===== config.mk =====
export PLATFORM = sky130hd
export DESIGN_NAME = mem_access_unit
export DESIGN_NICKNAME = d
export VERILOG_FILES = /design/src/rtl/cpu_pkg.sv /design/src/rtl/mau_lane_align.sv /design/src/rtl/mem_access_unit.sv
export SDC_FILE = /design/constraint.sdc
export NUM_CORES = 1
export LEC_CHECK = 0
export CORE_MARGIN = 2
export CORE_UTILIZATION = 45
export CTS_CLUSTER_DIAMETER = 120
export DETAILED_ROUTE_END_ITERATION = 8
export GPL_TIMING_DRIVEN = 1
export MAX_ROUTING_LAYER = met4
export PLACE_DENSITY = 0.77
export SYNTH_ARGS = -nofsm -noshare
export SYNTH_HDL_FRONTEND = slang
export SYNTH_HIERARCHICAL = 1
export SYNTH_SLANG_ARGS = --single-unit

===== constraint.sdc =====
create_clock -name clk -period 4.4 [get_ports clk]
set_clock_uncertainty 0.15 [all_clocks]
set_input_delay 0.88 -clock clk [delete_from_list [all_inputs] [get_ports clk]]
set_output_delay 0.88 -clock clk [all_outputs]
set_load 0.05 [all_outputs]

===== src/rtl/cpu_pkg.sv =====
// cpu_pkg
// Shared definitions for the CPU datapath blocks: data width, the MIPS
// load/store opcodes understood by the memory stage, the memory-access FSM
// state encoding and a request classifier.
// No ports (package).
package cpu_pkg;

  localparam int DATA_W = 32;

  localparam logic [5:0] OP_LB  = 6'b100000;
  localparam logic [5:0] OP_LH  = 6'b100001;
  localparam logic [5:0] OP_LW  = 6'b100011;
  localparam logic [5:0] OP_LBU = 6'b100100;
  localparam logic [5:0] OP_LHU = 6'b100101;
  localparam logic [5:0] OP_SB  = 6'b101000;
  localparam logic [5:0] OP_SH  = 6'b101001;
  localparam logic [5:0] OP_SW  = 6'b101011;

  typedef enum logic [2:0] {
    ST_IDLE   = 3'd0,
    ST_LOAD   = 3'd1,
    ST_RMW_RD = 3'd2,
    ST_WRITE  = 3'd3,
    ST_DONE   = 3'd4
  } state_t;

  // Which path a freshly accepted request takes through the FSM.
  typedef enum logic [1:0] {
    CLS_ERR  = 2'd0,
    CLS_LOAD = 2'd1,
    CLS_SW   = 2'd2,
    CLS_SUB  = 2'd3
  } req_class_t;

  // Misaligned halfword/word accesses and unknown opcodes all collapse
  // into CLS_ERR so the FSM only has to look at one value.
  function automatic req_class_t classify(input logic [5:0] op,
                                          input logic [1:0] lane);
    case (op)
      OP_LB, OP_LBU: classify = CLS_LOAD;
      OP_LH, OP_LHU: classify = lane[0] ? CLS_ERR : CLS_LOAD;
      OP_LW:         classify = (lane != 2'b00) ? CLS_ERR : CLS_LOAD;
      OP_SB:         classify = CLS_SUB;
      OP_SH:         classify = lane[0] ? CLS_ERR : CLS_SUB;
      OP_SW:         classify = (lane != 2'b00) ? CLS_ERR : CLS_SW;
      default:       classify = CLS_ERR;
    endcase
  endfunction

endpackage


===== src/rtl/mau_lane_align.sv =====
// mau_lane_align
// Purely combinational byte-lane logic for little-endian sub-word access.
// Also used by the forwarding unit, so it carries no state.
// Ports:
//   op         - load/store opcode
//   lane       - byte address bits [1:0]
//   word       - full memory word read at the aligned address
//   wdata      - store data (sub-word data in the low bits)
//   load_data  - selected lane, sign- or zero-extended (word for lw)
//   store_word - word with the store lane merged in (wdata for sw)
module mau_lane_align
  import cpu_pkg::*;
(
  input  logic [5:0]        op,
  input  logic [1:0]        lane,
  input  logic [DATA_W-1:0] word,
  input  logic [DATA_W-1:0] wdata,
  output logic [DATA_W-1:0] load_data,
  output logic [DATA_W-1:0] store_word
);

  logic [7:0]  byte_sel;
  logic [15:0] half_sel;

  // Lane select, then extend according to the signedness of the load.
  always_comb begin
    case (lane)
      2'b00:   byte_sel = word[7:0];
      2'b01:   byte_sel = word[15:8];
      2'b10:   byte_sel = word[23:16];
      default: byte_sel = word[31:24];
    endcase
    half_sel = lane[1] ? word[31:16] : word[15:0];

    case (op)
      OP_LB:   load_data = {{24{byte_sel[7]}}, byte_sel};
      OP_LBU:  load_data = {24'h000000, byte_sel};
      OP_LH:   load_data = {{16{half_sel[15]}}, half_sel};
      OP_LHU:  load_data = {16'h0000, half_sel};
      default: load_data = word;
    endcase
  end

  // Replace only the addressed lane; other lanes keep the value read back
  // from memory so the word-wide write leaves them untouched.
  always_comb begin
    store_word = wdata;
    case (op)
      OP_SB: begin
        store_word = word;
        case (lane)
          2'b00:   store_word[7:0]   = wdata[7:0];
          2'b01:   store_word[15:8]  = wdata[7:0];
          2'b10:   store_word[23:16] = wdata[7:0];
          default: store_word[31:24] = wdata[7:0];
        endcase
      end
      OP_SH: begin
        store_word = word;
        if (lane[1]) store_word[31:16] = wdata[15:0];
        else         store_word[15:0]  = wdata[15:0];
      end
      default: store_word = wdata;
    endcase
  end

endmodule


===== src/rtl/mem_access_unit.sv =====
// mem_access_unit
// MEM-stage initiator for the word-wide data memory. Latches a load/store
// request, runs sub-word stores as read-modify-write, extracts and extends
// sub-word loads and flags misaligned or unknown requests.
// Ports:
//   clk, rst   - clock, asynchronous active-high reset
//   req        - request strobe, sampled only while ready=1
//   op, addr   - opcode and byte address
//   wdata      - store data
//   ready      - high only in IDLE
//   ack, err   - one-cycle completion pulse and its error flag
//   rdata      - last load result
//   mem_addr   - word-aligned address of the latched request
//   mem_wdata  - word to write, mem_we - word write enable
//   mem_rdata  - combinational read of the word at mem_addr
module mem_access_unit
  import cpu_pkg::*;
#(
  parameter int ADDR_W = 32
) (
  input  logic              clk,
  input  logic              rst,
  input  logic              req,
  input  logic [5:0]        op,
  input  logic [ADDR_W-1:0] addr,
  input  logic [DATA_W-1:0] wdata,
  output logic              ready,
  output logic              ack,
  output logic              err,
  output logic [DATA_W-1:0] rdata,
  output logic [ADDR_W-1:0] mem_addr,
  output logic [DATA_W-1:0] mem_wdata,
  output logic              mem_we,
  input  logic [DATA_W-1:0] mem_rdata
);

  state_t            state;
  state_t            next_state;
  req_class_t        req_cls;
  logic [5:0]        op_q;
  logic [ADDR_W-1:0] addr_q;
  logic [DATA_W-1:0] wdata_q;
  logic [DATA_W-1:0] merge_q;
  logic [DATA_W-1:0] rdata_q;
  logic              err_q;
  logic [DATA_W-1:0] load_data;
  logic [DATA_W-1:0] store_word;

  assign req_cls = classify(op, addr[1:0]);

  // One lane aligner serves both LOAD (extract) and RMW_RD (merge); both
  // work on the latched request and the word currently read from memory.
  mau_lane_align u_align (
    .op         (op_q),
    .lane       (addr_q[1:0]),
    .word       (mem_rdata),
    .wdata      (wdata_q),
    .load_data  (load_data),
    .store_word (store_word)
  );

  // State register. The asynchronous reset leaves WRITE immediately, which
  // is what drops mem_we before the next edge can commit a partial write.
  always_ff @(posedge clk or posedge rst) begin
    if (rst) state <= ST_IDLE;
    else     state <= next_state;
  end

  // Next-state logic.
  always_comb begin
    next_state = state;
    case (state)
      ST_IDLE: begin
        if (req) begin
          case (req_cls)
            CLS_LOAD: next_state = ST_LOAD;
            CLS_SW:   next_state = ST_WRITE;
            CLS_SUB:  next_state = ST_RMW_RD;
            default:  next_state = ST_DONE;
          endcase
        end
      end
      ST_LOAD:   next_state = ST_DONE;
      ST_RMW_RD: next_state = ST_WRITE;
      ST_WRITE:  next_state = ST_DONE;
      ST_DONE:   next_state = ST_IDLE;
      default:   next_state = ST_IDLE;
    endcase
  end

  // Outputs decoded purely from state so mem_we cannot glitch outside WRITE.
  always_comb begin
    ready  = 1'b0;
    ack    = 1'b0;
    err    = 1'b0;
    mem_we = 1'b0;
    case (state)
      ST_IDLE:  ready  = 1'b1;
      ST_WRITE: mem_we = 1'b1;
      ST_DONE: begin
        ack = 1'b1;
        err = err_q;
      end
      default: ;
    endcase
  end

  assign rdata     = rdata_q;
  assign mem_addr  = {addr_q[ADDR_W-1:2], 2'b00};
  assign mem_wdata = merge_q;

  // Request latch and datapath registers. rdata_q is only written in LOAD,
  // so stores and errors leave the previous load result visible.
  always_ff @(posedge clk or posedge rst) begin
    if (rst) begin
      op_q    <= '0;
      addr_q  <= '0;
      wdata_q <= '0;
      merge_q <= '0;
      rdata_q <= '0;
      err_q   <= 1'b0;
    end else begin
      case (state)
        ST_IDLE: begin
          if (req) begin
            op_q    <= op;
            addr_q  <= addr;
            wdata_q <= wdata;
            err_q   <= (req_cls == CLS_ERR);
            if (req_cls == CLS_SW) merge_q <= wdata;
          end
        end
        ST_LOAD:   rdata_q <= load_data;
        ST_RMW_RD: merge_q <= store_word;
        default: ;
      endcase
    end
  end

endmodule


== Yosys cells after proc, flatten, opt, wreduce, memory -nomap -nowiden ==
Cells that the tools add are included.
Storage, ports and cells
  register bits after elaboration: 138
  output and inout port bits: 100
  word-level logic and storage cells: 68
Operators by class
  equal/unequal tests: 25
  mux-type cells: 25
  reduce and logical (&&, ||, !) cells: 11
Operators by type and width (count)
  32-bit case mux with 2 select lines: 2
  32-bit case mux with 4 select lines: 1
  6-bit equality test (second input constant): 14
  32-bit 2-to-1 mux: 2
  16-bit 2-to-1 mux: 3
  8-bit 2-to-1 mux: 4
  8-bit case mux with 3 select lines: 1
  3-bit case mux with 3 select lines: 2
  2-bit case mux with 6 select lines: 1
  2-bit equality test (second input constant): 3
  3-bit by 2-bit equality test with 1-bit output (second input constant): 2
  1-bit 2-to-1 mux: 6
  2-bit OR reduction: 3
  2-bit by 1-bit equality test with 1-bit output (second input constant): 2
  2-bit logical NOT: 2
  2-bit 2-to-1 mux: 2
  2-bit inequality test (second input constant): 2
  2-bit nonzero test: 2
  3-bit by 1-bit equality test with 1-bit output (second input constant): 1
  3-bit equality test (second input constant): 1
  3-bit logical NOT: 1
  3-bit 2-to-1 mux: 1
  3-bit AND reduction: 1
  3-bit OR reduction: 1
  2-bit AND reduction: 1

== Logic depth before layout (Yosys ltp) ==
Gate-level depths: netlist of run 1.
  word-level depth: 7
  depth in mapped cells: 8

== Modules after synthesis ==
Netlist of run 1, hierarchy kept.
By module, submodules not included
  mem_access_unit: instances 1, cells an instance 387, area an instance 6317.3 µm²
  mau_lane_align: instances 1, cells an instance 283, area an instance 1876.8 µm²

== Worst setup path before layout of run 1 ==
Ideal clock, no wire load.
  path kind: reg-to-output
  from: register state[1]
  to: output port err
  arrival: 2.502 ns
  setup slack: 0.868 ns
  stages on the path, launching flop included: 5
  buffers on the path: 2
  cells stage by stage: dfrtp_1 -> buf_2 -> buf_2 -> nor3b_1 -> and2_1
On the way
  longest elaborated chain between the ends: 2
Ends and longest elaborated chain
  start, declared: line mem_access_unit.sv:37  | state_t state;
  start signal, assigned: line mem_access_unit.sv:66  | else state <= next_state;
  3-bit equality test: line mem_access_unit.sv:97  | case (state)
  1-bit 2-to-1 mux: line mem_access_unit.sv:97
  end, declared: line mem_access_unit.sv:29  | output logic err,
No other way between the ends.

== Final worst setup path of run 1 ==
  from: register state[1]
  to: output port mem_we
On the way
  longest elaborated chain between the ends: 2
Ends and longest elaborated chain
  3-bit by 2-bit equality test with 1-bit output: line mem_access_unit.sv:97
  1-bit 2-to-1 mux: line mem_access_unit.sv:97
  end, declared: line mem_access_unit.sv:33  | output logic mem_we,
No other way between the ends.

==> metrics, run 1 <==
VDD IR max=0.4342 mV; Hold Path Class=register to register; DRT iter0 DRCs=652; Antenna Nets Post-Route=0; setup bufs post-CTS=0; sequential share of power=0.296; Worst Max-Slew Pin Slew=1022 ps; RSZ-0062 raised after global routing=false; worst-case headroom to the max-slew limit=0.3182; EDFF count, synth=0; final period utilization=0.7569; Net Sw Frac=0.4181; Worst Setup SP=state[1]; # H-tree levels=4; Post-synth top cells=138 x dfrtp_1, 103 x mux2_2, 70 x mux2_4; layout cell share with drive strength beyond 1=0.2993; sequential area share after synthesis=0.4214; chip width=138.9 um; Clk pwr share=0.218; initial antenna violation count=1; dpl hpwl=15.89 mm; pwr/cell area=658.5 mW/mm2; met3 global-route usage=0.06492; library cells used by synthesis=54; area of the mapped netlist=0.008194 mm2; Tmin final=3330 ps; Max Slew Vio Count=0; hold path startpoint=mem_wdata[28]; CP Class=register to output pin; Area Overhead vs Synth=29.68%; met2 GRT Util=0.3425; most common cell in the netlist=dfrtp_1; GRT Util Overall=0.2371; CP startpoint kind=register; P_int=4.072 mW; Gate power share=0.486; Hold Vio Cnt, Final=0; Cell Rows=between 40 and 50; yosys warns=6; Die Ht=138.9 um; # hold bufs at CTS=0; register clock-pin slew on the reported worst setup and hold paths=60 ps; post-synth top area share=0.4214; DRC viols=0; first-pass GRT wire length=34.67 mm; largest net degree at the start of global routing=139; Clock Latency Late Sink=~420 ps; Avg Inst Size Synth=12.23 um2; final setup vio count=0; Core Area=0.01790 mm2; setup TNS=0 ps; FFs w/ async S/R, synth=1.000; Max-cap violations=0; drt first pass iters=5; post-DR wirelength/cell=slightly above 20 um; Peak Freq=0.3003 GHz; IO Pins=205; clk root buf=clkbuf_16; vias in the first global route=6108; CP cell instances=inv_1, nor3b_1, clkdlybuf4s50_1; TritonCTS Buffers=17; RePlAce Congestion=0.9106; met1 Usage GRT=0.3255; Net Switching=2.926 mW; post-CTS sizing=0; clock buffer depth=2; # port buffers=202; top area cells in the synthesized netlist=dfrtp_1 42%, mux2_2 14%, mux2_4 13%, buf_4 3.2%, mux4_2 2.5%; ys flop type=dfrtp_1; number of cells produced by synthesis=670; CTS tree=yes; via count=5997; #FFs+latches synth=between 100 and 150; Worst EP arrival=2300 ps; outcome=finished, final reports clean; Worst Setup End Kind=output pin; Yosys top cell by area=dfrtp_1; Crit Reg-Reg Startpoint=op_q[0]; grt peak-use layer=met2; total grt overflow=0; Critical-path top delay cell=clkdlybuf4s50_1; NumNets Final=927; via/cell ratio=roughly 5.6; final cell count without fillers=roughly 1100; placed cell count=roughly 1000; Crit path largest cell delay=840 ps; worst path required time=~3400 ps; worst-path fanout max=12; clock sink count=138; detailed-route wire length=21.92 mm; Initial Utilization=0.4577; die footprint=0.01930 mm2; leakage power=4.401 nW
[placed cells by master (no fill, tap or decap), drive strengths merged, types with 5 or more instances in the layout]
master and count:
a31oi 17, nor2 14, dfrtp 138, clkbuf 22, o21ai 19, a211oi 8, a22oi 8, a21oi 18
buf 13, nor2b 5, mux2 175, nor3 11, nand2 26, mux4 9, inv 19, nand3b 9
o22ai 8, o221ai 8, a31o 6, o2111ai 8, clkdlybuf4s50 202, a21o 8, nand2b 12, a22o 8
nand3 24
[layout make-up]
| type | count | area [um2] |
|---|---|---|
| Inverter | 19 | 75.07 |
| Tap cell | 229 | 286.5 |
| Clock inverter | 10 | 165.2 |
| Clock buffer | 22 | 464.2 |
| Fill cell | 1473 | 7276 |
| Antenna cell | 1 | 2.502 |
| Timing Repair Buffer | 215 | 2145 |
| Sequential cell | 138 | 3455 |
| Multi-Input combinational cell | 428 | 4034 |
[flip-flops by register name, summed over array words and instances (netlist names)]
signal,cells
addr_q,32
err_q,1
mem_wdata,32
op_q,6
rdata,32
state,3
wdata_q,32
[stage by stage]
step | util | total power [mW] | cell area (um2) | hold slack (ps) | worst slack [ps]
after floorplan | - | 4.464 | 8202 | 323.4 | 867.9
after global placement | 0.5583 | 5.432 | 9995 | 332.4 | 1088
after detailed placement | 0.5583 | 5.474 | 9995 | 337.2 | 994.4
after CTS | 0.5934 | 7.031 | 10620 | 350.6 | 1045
after global routing | 0.5936 | 7.279 | 10630 | 366.6 | 970.8
final | 0.5936 | 6.998 | 10630 | 343.4 | 1070
[worst paths after layout]
path	slack [ps]	cells past startpoint	endpoint
hold reg to reg	340	1	mem_wdata[28]
max in group asynchronous	2670	3	addr_q[24]
min in group asynchronous	870	3	rdata[28]
setup / recovery	1070	3	mem_we
hold / removal	340	1	mem_wdata[28]
setup reg to reg	1510	6	mem_wdata[10]
[layer usage]
metal | part of all wire | vias to the layer above
met5 | 0 | -
met4 | 0.025 | 0
met3 | 0.096 | 49
met2 | 0.45 | 327
met1 | 0.43 | 2891
li1 | - | 2730
[kinds of logic (layout without fill, tap and decap cells)]
group,Yosys count,after routing,share of synthesized area
other,1,3,0.0004576
AO/OA/AOI/OAI,121,121,0.1073
adder cells (fa/ha/maj),3,3,0.004581
AND/OR/NAND/NOR,118,118,0.08215
buffers and inverters,105,266,0.08673
multiplexers,184,184,0.2973
flip-flops,138,138,0.4214
[worst max-delay path: cells and delay by family (launching register included)]
family | cells | cell delay [ps]
buffers and inverters | 2 | 1000
DFF | 1 | 680
and+or+nand+nor | 1 | 210
[power by group through the flow]
stage	sequential [mW]	combinational, mW	clock, mW
after detailed placement	2.08	3.39	0
after global routing	2.13	3.54	1.60
final	2.07	3.40	1.53
after floorplan	2.98	1.49	0
after CTS	2.07	3.41	1.55
after global placement	2.08	3.36	0
Note: power is estimated with default switching activity, not from simulation.
==> run 2, diff against run 1 <==
==> constraint.sdc (replaced) <==
create_clock -name clk -period 2.67 [get_ports clk]
set_clock_uncertainty 0.15 [all_clocks]
set_input_delay 0.534 -clock clk [delete_from_list [all_inputs] [get_ports clk]]
set_output_delay 0.534 -clock clk [all_outputs]
set_load 0.05 [all_outputs]
==> metrics, run 2 (same netlist as run 1, synthesis figures left out) <==
# H-tree levels=4 (unchanged); DRT iter0 DRCs=498 (-24%); clock buffer depth=2 (unchanged); pwr/cell area=1054 mW/mm2 (+60%); CP Class=input port to register; TritonCTS Buffers=17 (unchanged); NumNets Final=956 (+3.1%); pre-CTS WS=-302.6 ps (-1297 ps); most common cell after layout, fill and taps aside=clkdlybuf4s50_1; final setup margin=112.4 ps (-957.4 ps); post-CTS sizing=0 (unchanged); VDD IR max=0.7222 mV (+66%); IO Pins=205 (unchanged); Tmin final=approximately 2600 ps; Core Area=0.01790 mm2 (unchanged); GRT Util Overall=0.2472 (+0.01009); Worst EP arrival=2720 ps (+420 ps); layout cell share with drive strength beyond 1=0.3322 (+0.03289); Clock Latency Late Sink=430 ps (about the same); leakage power=4.580 nW (+4.1%); CP startpoint kind=input port; post-DR wirelength/cell=20.77 um (+0.62%); chip width=138.9 um (unchanged); Max Slew Vio Count=0 (unchanged); via count=6169 (+2.9%); final period utilization=0.9579; # hold bufs at CTS=0 (unchanged); die footprint=0.01930 mm2 (unchanged); total grt overflow=0 (unchanged); fillcell total=1454 (-1.3%); clock sink count=138 (unchanged); DRC viols=0 (unchanged); Worst Setup End Kind=register; RePlAce Congestion=0.9509 (+4.4%); Max-cap violations=0 (unchanged); setup bufs post-CTS=0 (unchanged); worst path required time=2830 ps (-540 ps); worst-case headroom to the max-slew limit=0.6029 (+0.2847); register clock-pin slew on the reported worst setup and hold paths=60 ps (about the same); Hold Vio Cnt, Final=0 (unchanged); RSZ-0062 raised after global routing=false; dpl hpwl=16.61 mm (+4.5%); initial antenna violation count=0 (-1); Die Ht=138.9 um (unchanged); n_diodes=0 (-1); Area Overhead vs Synth=33.32%; Hold Path Class=input port to asynchronous set/reset pin; largest net degree at the start of global routing=47 (-66%); Worst Max-Slew Pin Slew=594.5 ps (-427.7 ps); detailed-route wire length=22.64 mm (+3.3%); Antenna Nets Post-Route=0 (unchanged); CTS tree=yes; first-pass GRT wire length=36.07 mm (+4.1%); Initial Utilization=0.4577 (unchanged); Cell Rows=49 (unchanged); drt first pass iters=5 (unchanged); # port buffers=202 (unchanged); clk root buf=clkbuf_16; via/cell ratio=5.660 (+0.23%); worst-path fanout max=32 (+20); vias in the first global route=6291 (+3.0%); outcome=finished, final reports clean; final hold slack=317.0 ps (-26.37 ps); final setup vio count=0 (unchanged); Peak Freq=0.3910 GHz; most frequent cells in the layout=198 x clkdlybuf4s50_1, 137 x dfrtp_1, 103 x mux2_2
## run 2: area by class of cell
cell class,instances,area [um2],share of cell area
clock inverter,10,115.1,0.01054
tap,229,286.5,0.02623
multi-input combinational,428,4044,0.3702
sequential,138,3455,0.3162
inverter,19,75.07,0.006872
timing repair buffer,244,2465,0.2256
clock buffer,22,484.2,0.04432
## run 2: power breakdown
| part | internal, mW | total, mW | leakage (nW) | switching [mW] |
|---|---|---|---|---|
| registers | 2.83 | 3.38 | 1.66 | 0.549 |
| clock network | 1.47 | 2.39 | 0.289 | 0.915 |
| logic | 2.34 | 5.74 | 2.64 | 3.41 |
| total | 6.64 | 11.5 | 4.58 | 4.87 |
## run 2: worst paths after layout
check	start	end	slack (ps)	cells after the start
max in group asynchronous	rst	wdata_q[26]	1490	3
setup reg to reg	addr_q[0]	mem_wdata[7]	210	5
setup / recovery	op[0]	mem_wdata[28]	110	9
hold / removal	rst	rdata[19]	320	2
min in group clk	mem_wdata[28]	mem_wdata[28]	340	1
hold reg to reg	mem_wdata[28]	mem_wdata[28]	340	1
## run 2: critical path, stage by stage
cell and delay (ps):
clkdlybuf4s50_1 500, nand2b_1 90, nor4_1 300, o21ai_0 230
ha_1 250, a21oi_1 220, nor3_4 60, buf_12 180
mux2_1 320
## run 2: per-layer routing
layer | share of wire | GRT usage | vias up
li1 | - | - | 2777
met1 | 0.44 | 0.3387 | 3045
met2 | 0.46 | 0.3651 | 301
met3 | 0.083 | 0.05905 | 46
met4 | 0.025 | 0.07868 | 0
met5 | 0 | - | -
## run 2: per-stage QoR
step | utilization | power (mW) | std cells | setup TNS (ps) | area, um2
finish | 0.6102 | 11.51 | 1090 | 0 | 10920
global route | 0.6102 | 12.01 | 1090 | 0 | 10920
global placement | 0.5767 | 9.050 | 1058 | -3520 | 10320
detailed placement | 0.5767 | 9.123 | 1058 | -8456 | 10320
floorplan | - | 7.358 | 671 | 0 | 8212
CTS | 0.6102 | 11.57 | 1090 | 0 | 10920
==> run 3, diff against run 2 <==
--- a/config.mk
+++ b/config.mk
@@ -12,6 +12,7 @@
 export GPL_TIMING_DRIVEN = 1
 export MAX_ROUTING_LAYER = met4
 export PLACE_DENSITY = 0.77
+export REMOVE_ABC_BUFFERS = 1
 export SYNTH_ARGS = -nofsm -noshare
 export SYNTH_HDL_FRONTEND = slang
 export SYNTH_HIERARCHICAL = 1
==> metrics, run 3 (same netlist as run 1, synthesis figures left out) <==
outcome=finished, final reports clean; Crit path largest cell delay=580 ps (+80 ps); Area Overhead vs Synth=32.94%; Clock Latency Late Sink=430 ps (about the same); final setup vio count=0 (unchanged); Max Slew Vio Count=0 (unchanged); IO Pins=205 (unchanged); Worst EP arrival=1810 ps (-910 ps); worst path required time=1990 ps (-840 ps); Net Switching=4.846 mW (-0.48%); CP startpoint kind=register; Worst Setup SP=state[2]; GRT Util Overall=0.2378 (-0.009338); fillcell total=1422 (-2.2%); n_diodes=0 (unchanged); Critical-path top delay cell=dfrtp_1; final period utilization=0.9359 (-0.02203); CTS tree=yes; VDD IR max=0.7759 mV (+7.4%); Core Area=0.01790 mm2 (unchanged); # port buffers=202 (unchanged); DRC viols=0 (unchanged); leakage power=4.562 nW (-0.38%); TritonCTS Buffers=17 (unchanged); drt first pass iters=6 (+1); Worst Setup End Kind=output pin; total grt overflow=0 (unchanged); Reg-to-Reg End=mem_wdata[1]; vias in the first global route=6407 (+1.8%); initial antenna violation count=0 (unchanged); Hold Vio Cnt, Final=0 (unchanged); post-route design area=0.01089 mm2 (-0.29%); CP cell instances=nor3b_1, and2_1, buf_4; via/cell ratio=5.718 (+1.0%); clk root buf=clkbuf_16; Die Ht=138.9 um (unchanged); Gate power share=0.498 (about the same); Crit Reg-Reg Startpoint=op_q[4]; Cell Rows=49 (unchanged); Tmin final=2499 ps (-58.81 ps); layout cell share with drive strength beyond 1=0.3294 (-0.002733); pwr/cell area=1059 mW/mm2 (+0.45%); Worst Max-Slew Pin Slew=706.3 ps (+111.9 ps); Initial Utilization=0.4577 (unchanged); most common cell after layout, fill and taps aside=clkdlybuf4s50_1; sequential share of power=0.293 (about the same); worst-case headroom to the max-slew limit=0.5281 (-0.07472); setup TNS=0 ps (unchanged); clock buffer depth=2 (unchanged); RSZ-0062 raised after global routing=false; P_int=6.685 mW (+0.63%); Reg2Reg Depth=5 (unchanged); final core occ=0.6085 (-0.001747); Antenna Nets Post-Route=0 (unchanged); chip width=138.9 um (unchanged); die footprint=0.01930 mm2 (unchanged); worst-path fanout max=8 (-75%); DRT iter0 DRCs=481 (-3.4%); Hold Path Class=input port to asynchronous set/reset pin; via count=6204 (+0.57%); Max-cap violations=0 (unchanged); dpl hpwl=16.15 mm (-2.7%); detailed-route wire length=21.98 mm (-2.9%); first-pass GRT wire length=35.05 mm (-2.8%); Net Sw Frac=0.4202 (-0.002693); most frequent cells in the layout=198 x clkdlybuf4s50_1, 137 x dfrtp_1, 103 x mux2_2; Placement Cell Area=0.01027 mm2 (-0.57%); register clock-pin slew on the reported worst setup and hold paths=60 ps (about the same); Clk pwr share=0.210 (+0.003); largest net degree at the start of global routing=62 (+32%); clock sink count=138 (unchanged); RePlAce Congestion=0.8770 (-7.8%); post-DR wirelength/cell=20.26 um (-2.5%); Peak Freq=0.4002 GHz (+2.4%); CP Class=register to output pin; FF-to-FF setup slack=230 ps (+20 ps); # H-tree levels=4 (unchanged); NumNets Final=951 (-0.52%)
[run 3: changes by cell type in the layout (fill, tap and decap cells not counted), moves of 2 or more]
cell	before	now
clkbuf_8	4	6
nor3b_2	3	1
nor3b_1	0	2
buf_4	35	31
[run 3: worst max path at each step]
stage	to	slack, ps	cells after the start
after floorplan	addr_q[0]	-1710	1
after global placement	mem_wdata[9]	-170	9
after detailed placement	mem_wdata[28]	-220	9
after CTS	mem_wdata[1]	110	5
after global routing	err	60	3
final	err	170	3
[run 3: worst max-delay path, delay by kind of cell, from the launching register on]
kind | cells | cell delay, ps
simple gates | 2 | 620
flops | 1 | 580
buf+inv | 1 | 190
[run 3: final cells by class]
type	count	area (um2)	share of cell area
inverter	19	76.32	0.007007
multi-input combinational	428	4043	0.3711
sequential	138	3455	0.3171
clock buffer	23	508.0	0.04663
tap	229	286.5	0.02630
timing repair buffer	239	2415	0.2217
clock inverter	9	110.1	0.01011
[run 3: per-layer routing]
| layer | up-vias | wire length [um] | global-route usage |
|---|---|---|---|
| met3 | 61 | 1583 | 0.05732 |
| met2 | 325 | 10560 | 0.3684 |
| met1 | 3054 | 8994 | 0.2963 |
| met4 | 0 | 839 | 0.1095 |
| li1 | 2764 | - | - |
| met5 | - | 0 | - |
[run 3: power groups by stage]
| stage | combinational [mW] | sequential, mW | clock [mW] |
|---|---|---|---|
| 3_5_place_dp | 5.72 | 3.39 | 0 |
| 6_report | 5.74 | 3.37 | 2.42 |
| 2_1_floorplan | 1.64 | 5.41 | 0 |
| 3_3_place_gp | 5.65 | 3.38 | 0 |
| 5_1_grt | 5.97 | 3.46 | 2.54 |
| 4_1_cts | 5.74 | 3.38 | 2.46 |
[run 3: metrics by stage]
step                instances  hold WS, ps  power, mW  worst slack, ps
floorplan                 585        323.4      7.051            -1710
global placement         1053        321.4      9.035           -174.6
detailed placement       1053        333.2      9.112           -222.2
CTS                      1085        337.6      11.58            107.1
global route             1085        360.9      11.98            64.95
finish                   1085        324.8      11.53            171.2
[run 3: what timing repair did]
item | in CTS | in global routing
gates resized for setup | 0 | 2
hold buffers | 0 | 0
endpoints found under the setup margin | 0 | 19
setup buffers | 0 | 0
